**config.mk**
```make
export PLATFORM = sky130hd
export DESIGN_NAME = pixel_neuron_mac
export DESIGN_NICKNAME = d
export VERILOG_FILES = /design/src/rtl/pixel_neuron_mac.sv
export SDC_FILE = /design/constraint.sdc
export NUM_CORES = 1
export LEC_CHECK = 0
export CORE_ASPECT_RATIO = 1.4
export CORE_MARGIN = 2
export CORE_UTILIZATION = 40
export CTS_BUF_LIST = sky130_fd_sc_hd__clkbuf_2
export DETAILED_ROUTE_END_ITERATION = 7
export DONT_BUFFER_PORTS = 1
export GPL_ROUTABILITY_DRIVEN = 0
export HOLD_SLACK_MARGIN = 0.03
export SYNTH_ARGS = -nofsm -noshare
export SYNTH_HDL_FRONTEND = slang
export SYNTH_SLANG_ARGS = --single-unit
```
**constraint.sdc**
```tcl
create_clock -name clk -period 18.21 [get_ports clk]
set_clock_uncertainty 0.2 [all_clocks]
set_input_delay 1.821 -clock clk [delete_from_list [all_inputs] [get_ports clk]]
set_output_delay 1.821 -clock clk [all_outputs]
set_load 0.05 [all_outputs]
```
**src/rtl/pixel_neuron_mac.sv**
```systemverilog
// pixel_neuron_mac: first dense layer sequencer and MAC engine.
// Walks every pixel per neuron, accumulates on the bias, emits ReLU'd Q16 activations.
module pixel_neuron_mac #(
  parameter int N_PIXELS  = 784,
  parameter int N_NEURONS = 10,
  parameter int W_ADDR_W  = 13,
  parameter int ACC_W     = 40,
  parameter int FRAC_BITS = 8
) (
  input  logic                clk,
  input  logic                rst,
  input  logic                start,
  output logic                busy,
  output logic                done,
  output logic [9:0]          pixel_no,
  output logic                grayscale_fetch,
  input  logic                grayscale_fetched,
  input  logic [15:0]         gray_scale,
  output logic [W_ADDR_W-1:0] weight_addr,
  input  logic [15:0]         weight_data,
  output logic [3:0]          bias_addr,
  input  logic [15:0]         bias_data,
  output logic                neuron_valid,
  output logic [3:0]          neuron_idx,
  output logic [15:0]         neuron_out
);

  typedef enum logic [2:0] {
    S_IDLE,
    S_BIAS_ADDR,
    S_BIAS_LOAD,
    S_FETCH,
    S_MAC,
    S_OUT,
    S_DONE
  } state_t;

  localparam logic [9:0] PIX_LAST = 10'(N_PIXELS - 1);
  localparam logic [3:0] NRN_LAST = 4'(N_NEURONS - 1);

  state_t                   state;
  logic signed [ACC_W-1:0]  acc;
  logic signed [ACC_W-1:0]  sum;
  logic signed [ACC_W-1:0]  shifted;
  logic signed [32:0]       prod;
  logic [15:0]              act;

  assign sum = acc + {{(ACC_W-33){prod[32]}}, prod};

  // Activation is taken from the final sum so neuron_out is ready in OUT.
  always_comb begin
    shifted = sum >>> FRAC_BITS;
    act     = 16'd0;
    if (sum[ACC_W-1])
      act = 16'd0;
    else if (|shifted[ACC_W-1:16])
      act = 16'hFFFF;
    else
      act = shifted[15:0];
  end

  always_ff @(posedge clk) begin
    if (rst) begin
      state           <= S_IDLE;
      acc             <= '0;
      prod            <= '0;
      busy            <= 1'b0;
      done            <= 1'b0;
      pixel_no        <= '0;
      grayscale_fetch <= 1'b0;
      weight_addr     <= '0;
      bias_addr       <= '0;
      neuron_valid    <= 1'b0;
      neuron_idx      <= '0;
      neuron_out      <= '0;
    end else begin
      done         <= 1'b0;
      neuron_valid <= 1'b0;
      unique case (state)
        S_IDLE: begin
          if (start) begin
            busy        <= 1'b1;
            neuron_idx  <= '0;
            bias_addr   <= '0;
            pixel_no    <= '0;
            weight_addr <= '0;
            state       <= S_BIAS_ADDR;
          end
        end
        S_BIAS_ADDR: state <= S_BIAS_LOAD;
        S_BIAS_LOAD: begin
          acc             <= {{(ACC_W-16){bias_data[15]}}, bias_data};
          grayscale_fetch <= 1'b1;
          state           <= S_FETCH;
        end
        S_FETCH: begin
          if (grayscale_fetched) begin
            prod <= $signed({{17{1'b0}}, gray_scale})
                  * $signed({{17{weight_data[15]}}, weight_data});
            grayscale_fetch <= 1'b0;
            state           <= S_MAC;
          end
        end
        S_MAC: begin
          acc <= sum;
          if (pixel_no == PIX_LAST) begin
            neuron_out   <= act;
            neuron_valid <= 1'b1;
            state        <= S_OUT;
          end else begin
            pixel_no        <= pixel_no + 10'd1;
            weight_addr     <= weight_addr + W_ADDR_W'(1);
            grayscale_fetch <= 1'b1;
            state           <= S_FETCH;
          end
        end
        S_OUT: begin
          if (neuron_idx == NRN_LAST) begin
            busy  <= 1'b0;
            done  <= 1'b1;
            state <= S_DONE;
          end else begin
            neuron_idx  <= neuron_idx + 4'd1;
            bias_addr   <= neuron_idx + 4'd1;
            pixel_no    <= '0;
            // Last address of this neuron plus one is the next neuron's base.
            weight_addr <= weight_addr + W_ADDR_W'(1);
            state       <= S_BIAS_ADDR;
          end
        end
        S_DONE: state <= S_IDLE;
        default: state <= S_IDLE;
      endcase
    end
  end

endmodule

```
==> results of run 1 <==
final cells by class:
| cell class | count | area [sq um] | share of cell area, % |
|---|---|---|---|
| Multi-Input combinational cell | 1443 | 12300 | 73.8 |
| Sequential cell | 123 | 2460 | 14.8 |
| Inverter | 255 | 957 | 5.74 |
| Tap cell | 528 | 661 | 3.96 |
| Clock inverter | 10 | 125 | 0.751 |
| Clock buffer | 21 | 105 | 0.631 |
| Timing Repair Buffer | 8 | 60.1 | 0.360 |
| Antenna cell | 1 | 2.50 | 0.0150 |
cell usage after synthesis, types with 6 or more instances:
master    number  area share (%)
inv_1        255             5.9
nand2_1      230             5.4
fa_1         195              24
ha_1         165              13
nor2_1       136             3.2
a21oi_1      130             4.0
dfxtp_1      123              15
and2_1       121             4.7
clkbuf_1      79             1.8
a211oi_1      42             2.0
xnor2_1       41             2.2
o21ai_0       40             1.2
xor2_1        37             2.0
nand3_1       26            0.81
a21o_1        24             1.1
nor3_1        20            0.62
a221oi_1      19             1.0
and3_1        17            0.66
mux2i_1       17             1.1
nand2b_1      17            0.66
o21a_1        15            0.70
nor2b_1       14            0.54
nand4_1       12            0.47
a21oi_4       10             1.0
o21bai_1      10            0.47
or3_1          9            0.35
o21ai_1        8            0.25
buf_1          6            0.14
o211ai_1       6            0.28
worst max-delay path, cell delays in order:
cell	delay, ns
and2_1	0.15
fa_1	0.54
inv_1	0.05
fa_1	0.47
inv_1	0.06
fa_1	0.48
fa_1	0.52
fa_1	0.50
inv_1	0.05
fa_1	0.47
inv_1	0.04
ha_1	0.33
a21oi_1	0.14
o21ai_0	0.12
a32o_1	0.27
a211o_1	0.33
a311oi_1	0.41
nor2b_1	0.12
o21bai_1	0.21
a21bo_2	0.20
o21ai_1	0.11
o311a_1	0.33
stage by stage:
stage / std cells / area, sq um / hold WS (ns) / util [%] / power (uW)
2_1_floorplan: 1915 / 16100 / 0.224 / - / 1820
3_3_place_gp: 2357 / 16400 / 0.238 / 41.6 / 2160
3_5_place_dp: 2357 / 16400 / 0.244 / 41.6 / 2180
4_1_cts: 2388 / 16700 / 0.262 / 42.2 / 2380
5_1_grt: 2389 / 16700 / 0.286 / 42.2 / 2650
6_report: 2389 / 16700 / 0.269 / 42.2 / 2350
state kept, by name (all words and copies together), names as in the netlist:
register / cells
acc: 40
busy: 1
done: 1
grayscale_fetch: 1
neuron_idx: 4
neuron_out: 16
neuron_valid: 1
pixel_no: 10
prod: 33
state: 3
weight_addr: 13
cell usage in the layout, fill, tap and decap left out, drive strengths merged, types with 24 or more instances in the layout:
master,count
inv,255
nand2,230
fa,195
ha,165
a21oi,141
nor2,137
dfxtp,123
and2,121
o21ai,49
a211oi,43
xnor2,41
xor2,37
nand3,26
a21o,24
worst min-delay path by stage:
stage	from	endpoint	depth (start not counted)
after floorplan	prod[30]	prod[30]	2
after global placement	prod[0]	prod[0]	2
after detailed placement	prod[0]	prod[0]	2
after CTS	prod[0]	prod[0]	2
after global routing	prod[15]	prod[15]	2
final	prod[16]	prod[16]	2
cell families after synthesis:
| kind of cell | count (synthesis) |
|---|---|
| simple gates | 635 |
| fa+ha+maj | 360 |
| compound gates | 352 |
| buf+inv | 349 |
| flops | 123 |
| xor+xnor | 78 |
| mux | 18 |
power by group through the flow:
stage	clock [uW]	combinational (uW)	sequential (uW)
4_1_cts	184	1890	301
6_report	178	1880	301
5_1_grt	192	2160	303
3_3_place_gp	0	1850	306
3_5_place_dp	0	1880	306
2_1_floorplan	0	1520	301
per-layer routing:
layer / part of all wire [%] / wire (um) / track usage, % / vias to the layer above
met5: 0 / 0 / 0 / -
met1: 44 / 17700 / 24.4 / 6163
li1: - / - / - / 6137
met2: 50 / 20000 / 35.4 / 294
met3: 4.6 / 1830 / 2.90 / 43
met4: 1.6 / 652 / 5.60 / 0
==> impl_metrics.yaml, run 1 <==
outcome:
  outcome: "finished, violations left"
  violations: "design-rule violations"
critical_path:
  crit_type: "input port to register"
  crit_path_start: "weight_data[4]"
  crit_path_end: "prod[32]"
  regToRegEndpoint: "neuron_out[1]"
  ff2ff_setup_slack_ns: 13.75
  reg2reg_depth: 13
  end_kind: "register"
  critPathMaxFanout: 16
  cp.arrival_ns: 7.73
  start_kind: "input port"
  worst_r2r_startpoint: "prod[1]"
  required_ns: 18.65
run:
  maxCapViolCount: 0
floorplan:
  core_region_area_sq_mm: 0.0395
  dieArea_sq_mm: 0.0419
  rows: 86
  die_x_um: 174
  start_util_pct: 40.7
  top_level_ports: 103
  die_h_um: 241
timing:
  rsz0062_at_grt: "no"
  timing.final.ws_setup_ns: 10.92
  slew_violations: 0
  setup_viol: 0
  slew_headroom_pct: 18.0
  period_minus_slack_ns: 7.29
  min_period_over_period_pct: 40.0
  max_clock_freq_mhz: 137
  tightest_slew_ns: 1.23
  setup_tns_ns: 0
  finalHoldViolations: 0
global_routing:
  grt_usage_pct: 19.6
  grt_max_degree: 87
  grt_pass1_vias: 13231
  grt_pass1_wl_um: 66600
  gr-total-overflow: 0
  antenna_found_initial: 1
synth:
  synth-xor-area-share_pct: 4.25
  synth-edff-count: 0
  seq_area_frac_synth_pct: 15.3
  synth_area_sq_mm: 0.0161
  syn_avg_cell_area_sq_um: 8.40
  synthSimpleGateAreaFrac_pct: 19.0
  synthAdderAreaFrac_pct: 37.1
  synth_warnings: 0
  synth_top_family_by_area: "adder cells"
  async_flop_share_pct: 0
  synth_mux_area_share_pct: 1.15
  synth_seq_cells: 123
  synth_compound_area_share_pct: 14.8
  synth.distinct_cells: 75
  syn-num-nets: 2327
  postSynthCellCount: 1915
  synth-main-ff-cell: "dfxtp_1"
pwr:
  vdd_drop_max_uv: 154
  pwr-share-comb_pct: 79.7
  power_frac_clock_pct: 7.5
  switchingPower_uw: 1170
  power_density_mw_per_mm2: 141
  p_leak_uw: 0.00766
  p_int_uw: 1180
  swShare_pct: 49.8
  seqPwrFrac_pct: 12.8
final_layout:
  synthToLayoutAreaGrowth_pct: 3.57
  fillers: 4045
  fin_nets: 2260
  layout-drive-gt1-share_pct: 3.71
cts:
  post_cts_buffers: 0
  cts_resized: 0
  hold_buffers: 0
  insertion_delay_ns: 0.76
  htree_levels: 4
  clk_pin_slew_ns: 0.18
  cts_tree: "built"
  clkSinkCount: 123
  clock_path_buffers: 2
  cts_buffers: 17
  cts_root_buffer: "clkbuf_2"
detailed_routing:
  drc_errors: 1
  dr.pass1.iters: 8
  wire_per_inst_um: 16.8
  wl_um: 40200
  drtAntennaViolNets: 0
  vias: 12637
  routed_via_density: 5.29
  drt_iter0_drc: 485
min_path:
  holdCritPathClass: "register to register"
place:
  hpwl_um: 32100
  pre_cts_slack_ns: 10.13
  io_buffer_count: 0
Note: power is estimated with default switching activity, not from simulation.
==> run 2, diff against run 1 <==
==> constraint.sdc (replaced) <==
create_clock -name clk -period 7.5 [get_ports clk]
set_clock_uncertainty 0.2 [all_clocks]
set_input_delay 0.75 -clock clk [delete_from_list [all_inputs] [get_ports clk]]
set_output_delay 0.75 -clock clk [all_outputs]
set_load 0.05 [all_outputs]
==> run 2 against run 1 <==
  * Sequential share of layout area decreased by 0.21 points
  * Final area rose by 1.4%
  * Cell count rose by 0.92%
  * Global-route usage is 0.13 points higher
  * Largest cell class unchanged
  * The run now ends clean
  * Flip-flop and latch count stayed put
  * Die area stayed put
  * Non-clock buffer count up 21
  * Largest power group unchanged
  * Critical path type unchanged
  * Total power rose by 140%
==> impl_metrics.yaml, run 2 (synthesis results as in run 1) <==
final_layout:
  synthToLayoutAreaGrowth_pct: 5.07
  final_cell_mix: "inv_1 (255), nand2_1 (230), fa_1 (195)"
  final_util_pct: 42.8
  fin_nets: 2281
  largest-register: "acc"
  largest_reg_flops: 40
  fillers: 4030
  reg_top3: "acc x40, prod x33, neuron_out x16"
  layout-drive-gt1-share_pct: 3.67
  multiInputGateArea_sq_mm: 0.0123
  ff_latch_area_sq_mm: 0.00246
  final_common_cell: "inv_1"
floorplan:
  rows: 86
  die_h_um: 241
  core_region_area_sq_mm: 0.0395
  start_util_pct: 40.7
  dieArea_sq_mm: 0.0419
  die_x_um: 174
  top_level_ports: 103
pwr:
  vdd_drop_max_uv: 276
  pwr-share-comb_pct: 79.6
  seqPwrFrac_pct: 12.7
  switchingPower_uw: 2860
  power_density_mw_per_mm2: 339
  p_int_uw: 2880
  p_leak_uw: 0.00774
  swShare_pct: 49.9
  power_frac_clock_pct: 7.7
place:
  hpwl_um: 32100
  io_buffer_count: 0
critical_path:
  slowest_delay_ns: 0.53
  cp_cell_sequence: "and2_1, fa_1, inv_1, fa_1, inv_1, fa_1, fa_1, fa_1, inv_1, fa_1, inv_1, ha_1, a21oi_1, o21ai_0, a32o_1, a211o_1, a311oi_1, nor2b_1, o21bai_1, a21bo_2, o21ai_1, o311a_1"
  critPathMaxFanout: 16
  crit_type: "input port to register"
  start_kind: "input port"
  cp_slowest_cell: "fa_1"
  cp.arrival_ns: 6.64
  end_kind: "register"
  cp_common_cell: "fa_1"
  cpLargestDelayFamily: "adder cells"
  critPathBufInv: 4
  required_ns: 7.93
cts:
  insertion_delay_ns: 0.75
  cts_tree: "built"
  hold_buffers: 21
  cts_root_buffer: "clkbuf_2"
  clkSinkCount: 123
  htree_levels: 4
  cts_buffers: 17
  clock_path_buffers: 2
  clk_pin_slew_ns: 0.19
  post_cts_buffers: 0
  cts_resized: 0
timing:
  finalHoldViolations: 0
  tightest_slew_ns: 1.26
  min_period_over_period_pct: 82.8
  slew_violations: 0
  period_minus_slack_ns: 6.21
  whs_ns: 0.153
  setup_viol: 0
  rsz0062_at_grt: "no"
  slew_headroom_pct: 16.2
  max_clock_freq_mhz: 161
  setup_tns_ns: 0
outcome:
  outcome: "finished clean"
detailed_routing:
  drtAntennaViolNets: 0
  dr.pass1.iters: 5
  routed_via_density: 5.30
  drc_errors: 0
  drt_iter0_drc: 544
  vias: 12786
  wl_um: 40300
  wire_per_inst_um: 16.7
global_routing:
  grt_usage_pct: 19.8
  antenna_found_initial: 3
  gr-total-overflow: 0
  grt_pass1_vias: 13260
  grt_pass1_wl_um: 67100
  grt_max_degree: 83
min_path:
  holdCritPathClass: "input port to register"
run:
  maxCapViolCount: 0
## run 2: routing by layer
metal	vias up	global-route usage [%]	wire length, um
met5	-	0	13
met4	2	6.52	955
met3	72	3.41	2110
met2	360	35.3	19800
met1	6153	24.2	17500
li1	6199	-	-
## run 2: power groups by stage
stage | logic [uW] | registers (uW) | clock network (uW)
2_1_floorplan | 3690 | 731 | 0
5_1_grt | 5250 | 735 | 482
6_report | 4560 | 730 | 442
4_1_cts | 4610 | 731 | 458
3_5_place_dp | 4550 | 744 | 0
3_3_place_gp | 4500 | 743 | 0
## run 2: area by class of cell
cell class	instances	area share [%]
clock inverters	14	0.910
repair buffers	29	1.70
diodes	1	0.0148
multi-input cells	1443	72.7
inverters	255	5.66
clock buffers	18	0.533
well taps	528	3.91
flip-flops and latches	123	14.6
## run 2: path summary, 6_finish.rpt
check	start	to	cells after the start	slack, ns
worst max-delay path	weight_data[4]	prod[32]	22	1.29
worst min-delay path	rst	neuron_idx[0]	2	0.15
worst max register to register	prod[1]	neuron_out[3]	13	3.05
worst min register to register	prod[17]	prod[17]	2	0.27
## run 2: worst register-to-register path, stage by stage (launching register included)
cell	delay, ns
dfxtp_1	0.44
ha_1	0.28
a211oi_2	0.27
o21bai_1	0.17
a2111oi_2	0.50
o21ai_1	0.25
a2111oi_0	0.65
a21o_1	0.16
xor2_1	0.24
o221ai_2	0.15
nor4_1	0.32
and4_1	0.25
buf_4	0.33
a21oi_1	0.14
## run 2: through the flow
step / cells / cell area (sq um) / total power, uW / setup WS [ns]
finish: 2411 / 16900 / 5740 / 1.29
global route: 2411 / 16900 / 6470 / 0.979
CTS: 2410 / 16900 / 5800 / 1.34
detailed placement: 2357 / 16400 / 5300 / 0.508
global placement: 2357 / 16400 / 5250 / 0.559
floorplan: 1915 / 16100 / 4420 / 0.606
==> run 3, diff against run 2 <==
==> constraint.sdc (replaced) <==
create_clock -name clk -period 5.15 [get_ports clk]
set_clock_uncertainty 0.2 [all_clocks]
set_input_delay 0.515 -clock clk [delete_from_list [all_inputs] [get_ports clk]]
set_output_delay 0.515 -clock clk [all_outputs]
set_load 0.05 [all_outputs]
==> run 3 against run 2 <==
  * The run now ends with negative setup slack left
  * Hold slack worse by 0.075 ns
  * Sequential power grew 45%
  * First-iteration DRC count rose by 2.4%
  * Final area increased by 5.0%
  * Register-to-register slack worse by 2.4 ns
  * Clock power is 42% higher
  * Via count up 2.5%
  * Clock-buffer cell count is the same
  * Global-route usage grew 0.63 points
  * Flip-flop and latch count unchanged
  * Wire length up 5.0%
==> impl_metrics.yaml, run 3 (synthesis results as in run 1) <==
timing:
  rsz0062_at_grt: "yes"
  timing.final.ws_setup_ns: -0.363
  slew_violations: 0
  max_clock_freq_mhz: 181
  min_period_over_period_pct: 107
  whs_ns: 0.0774
  finalHoldViolations: 0
  period_minus_slack_ns: 5.51
  setup_viol: 11
  tightest_slew_ns: 1.12
  slew_headroom_pct: 25.4
critical_path:
  start_kind: "input port"
  ff2ff_setup_slack_ns: 0.63
  required_ns: 5.65
  crit_type: "input port to register"
  end_kind: "register"
  cp.arrival_ns: 6.01
  critPathMaxFanout: 16
pwr:
  seqPwrFrac_pct: 8.9
  vdd_drop_max_uv: 718
  p_leak_uw: 0.00812
  power_density_mw_per_mm2: 671
  switchingPower_uw: 5420
  power_frac_clock_pct: 5.3
  power_uw: 11900
  pwr-share-comb_pct: 85.8
  p_int_uw: 6480
  swShare_pct: 45.5
min_path:
  holdCritPathClass: "input port to register"
place:
  hpwl_um: 33500
  placed_area_sq_mm: 0.0171
  io_buffer_count: 0
final_layout:
  reg_top3: "acc x40, prod x33, neuron_out x16"
  final_common_cell: "inv_1"
  finalInstanceArea_sq_mm: 0.0177
  largest-register: "acc"
  layout-drive-gt1-share_pct: 10.4
  largest_reg_flops: 40
  final_util_pct: 44.9
  synthToLayoutAreaGrowth_pct: 10.3
  fin_nets: 2350
  final_cell_mix: "inv_1 (245), nand2_1 (227), fa_1 (188)"
global_routing:
  grt_usage_pct: 20.4
  grt_max_degree: 85
  antenna_found_initial: 1
  grt_pass1_vias: 13703
  gr-total-overflow: 0
  grt_pass1_wl_um: 69400
detailed_routing:
  drt_iter0_drc: 557
  vias: 13109
  drc_errors: 0
  wire_per_inst_um: 17.1
  drtAntennaViolNets: 0
  routed_via_density: 5.29
  wl_um: 42300
  dr.pass1.iters: 7
floorplan:
  die_x_um: 174
  top_level_ports: 103
  rows: 86
  core_region_area_sq_mm: 0.0395
  dieArea_sq_mm: 0.0419
  die_h_um: 241
  start_util_pct: 40.7
cts:
  clkSinkCount: 123
  clk_pin_slew_ns: 0.21
  cts_tree: "built"
  cts_root_buffer: "clkbuf_2"
  clock_path_buffers: 2
  htree_levels: 4
  cts_buffers: 17
  insertion_delay_ns: 0.73
outcome:
  outcome: "finished, violations left"
  violations: "negative setup slack"
run:
  maxCapViolCount: 0
[run 3: repair_timing]
action / 4_1_cts / 5_1_grt
endpoints found under the setup margin: 11 / 15
pin swaps: 18 / 37
hold endpoints to repair: 107 / 0
buffers inserted: 5 / 1
hold buffers: 21 / 0
resized for setup: 21 / 32
[run 3: worst paths after layout]
kind / to / start / depth (start not counted)
max: prod[32] / gray_scale[5] / 23
min: neuron_out[1] / rst / 4
max reg2reg: neuron_out[2] / prod[1] / 13
min reg2reg: prod[14] / prod[14] / 2
[run 3: final cells by class]
cell class	instances	area, sq um
Multi-Input combinational cell	1443	12600
Sequential cell	123	2460
Tap cell	528	661
Inverter	255	957
Clock inverter	14	149
Clock buffer	18	90.1
Antenna cell	1	2.50
Fill cell	3958	21700
Timing Repair Buffer	98	825
[run 3: metrics by stage]
step	worst slack, ns	instances	setup TNS [ns]
5_1_grt	-0.523	2480	-3.57
2_1_floorplan	-1.15	1915	-11.68
4_1_cts	-0.337	2478	-1.41
6_report	-0.363	2480	-1.82
3_3_place_gp	-1.24	2422	-16.65
3_5_place_dp	-1.30	2422	-17.74
[run 3: metal layers]
layer  track usage (%)  vias to the layer above  part of all wire [%]
li1                  -                     6323                     -
met1              24.8                     6480                    43
met2              38.0                      252                    51
met3              2.42                       54                   3.5
met4              5.62                        0                   1.8
met5                 0                        -                     0
[run 3: worst max-delay path: stages]
cell and delay [ns]:
and2_4 0.14, fa_1 0.55, inv_2 0.04, fa_1 0.53
inv_1 0.05, fa_1 0.51, fa_2 0.45, fa_1 0.50
inv_1 0.05, fa_1 0.49, inv_2 0.04, ha_4 0.22
a21oi_2 0.12, o21ai_2 0.07, a32o_2 0.26, a211o_1 0.29
a311oi_2 0.27, nor2b_1 0.10, o21bai_1 0.19, a21bo_2 0.20
o21ai_2 0.07, o2111ai_1 0.18, o311a_1 0.17
[run 3: power groups by stage]
stage / sequential (uW) / combinational [uW] / clock, uW
detailed placement: 1080 / 9170 / 0
global placement: 1080 / 9050 / 0
global route: 1070 / 11400 / 678
finish: 1060 / 10200 / 627
floorplan: 1060 / 6190 / 0
CTS: 1060 / 9720 / 643
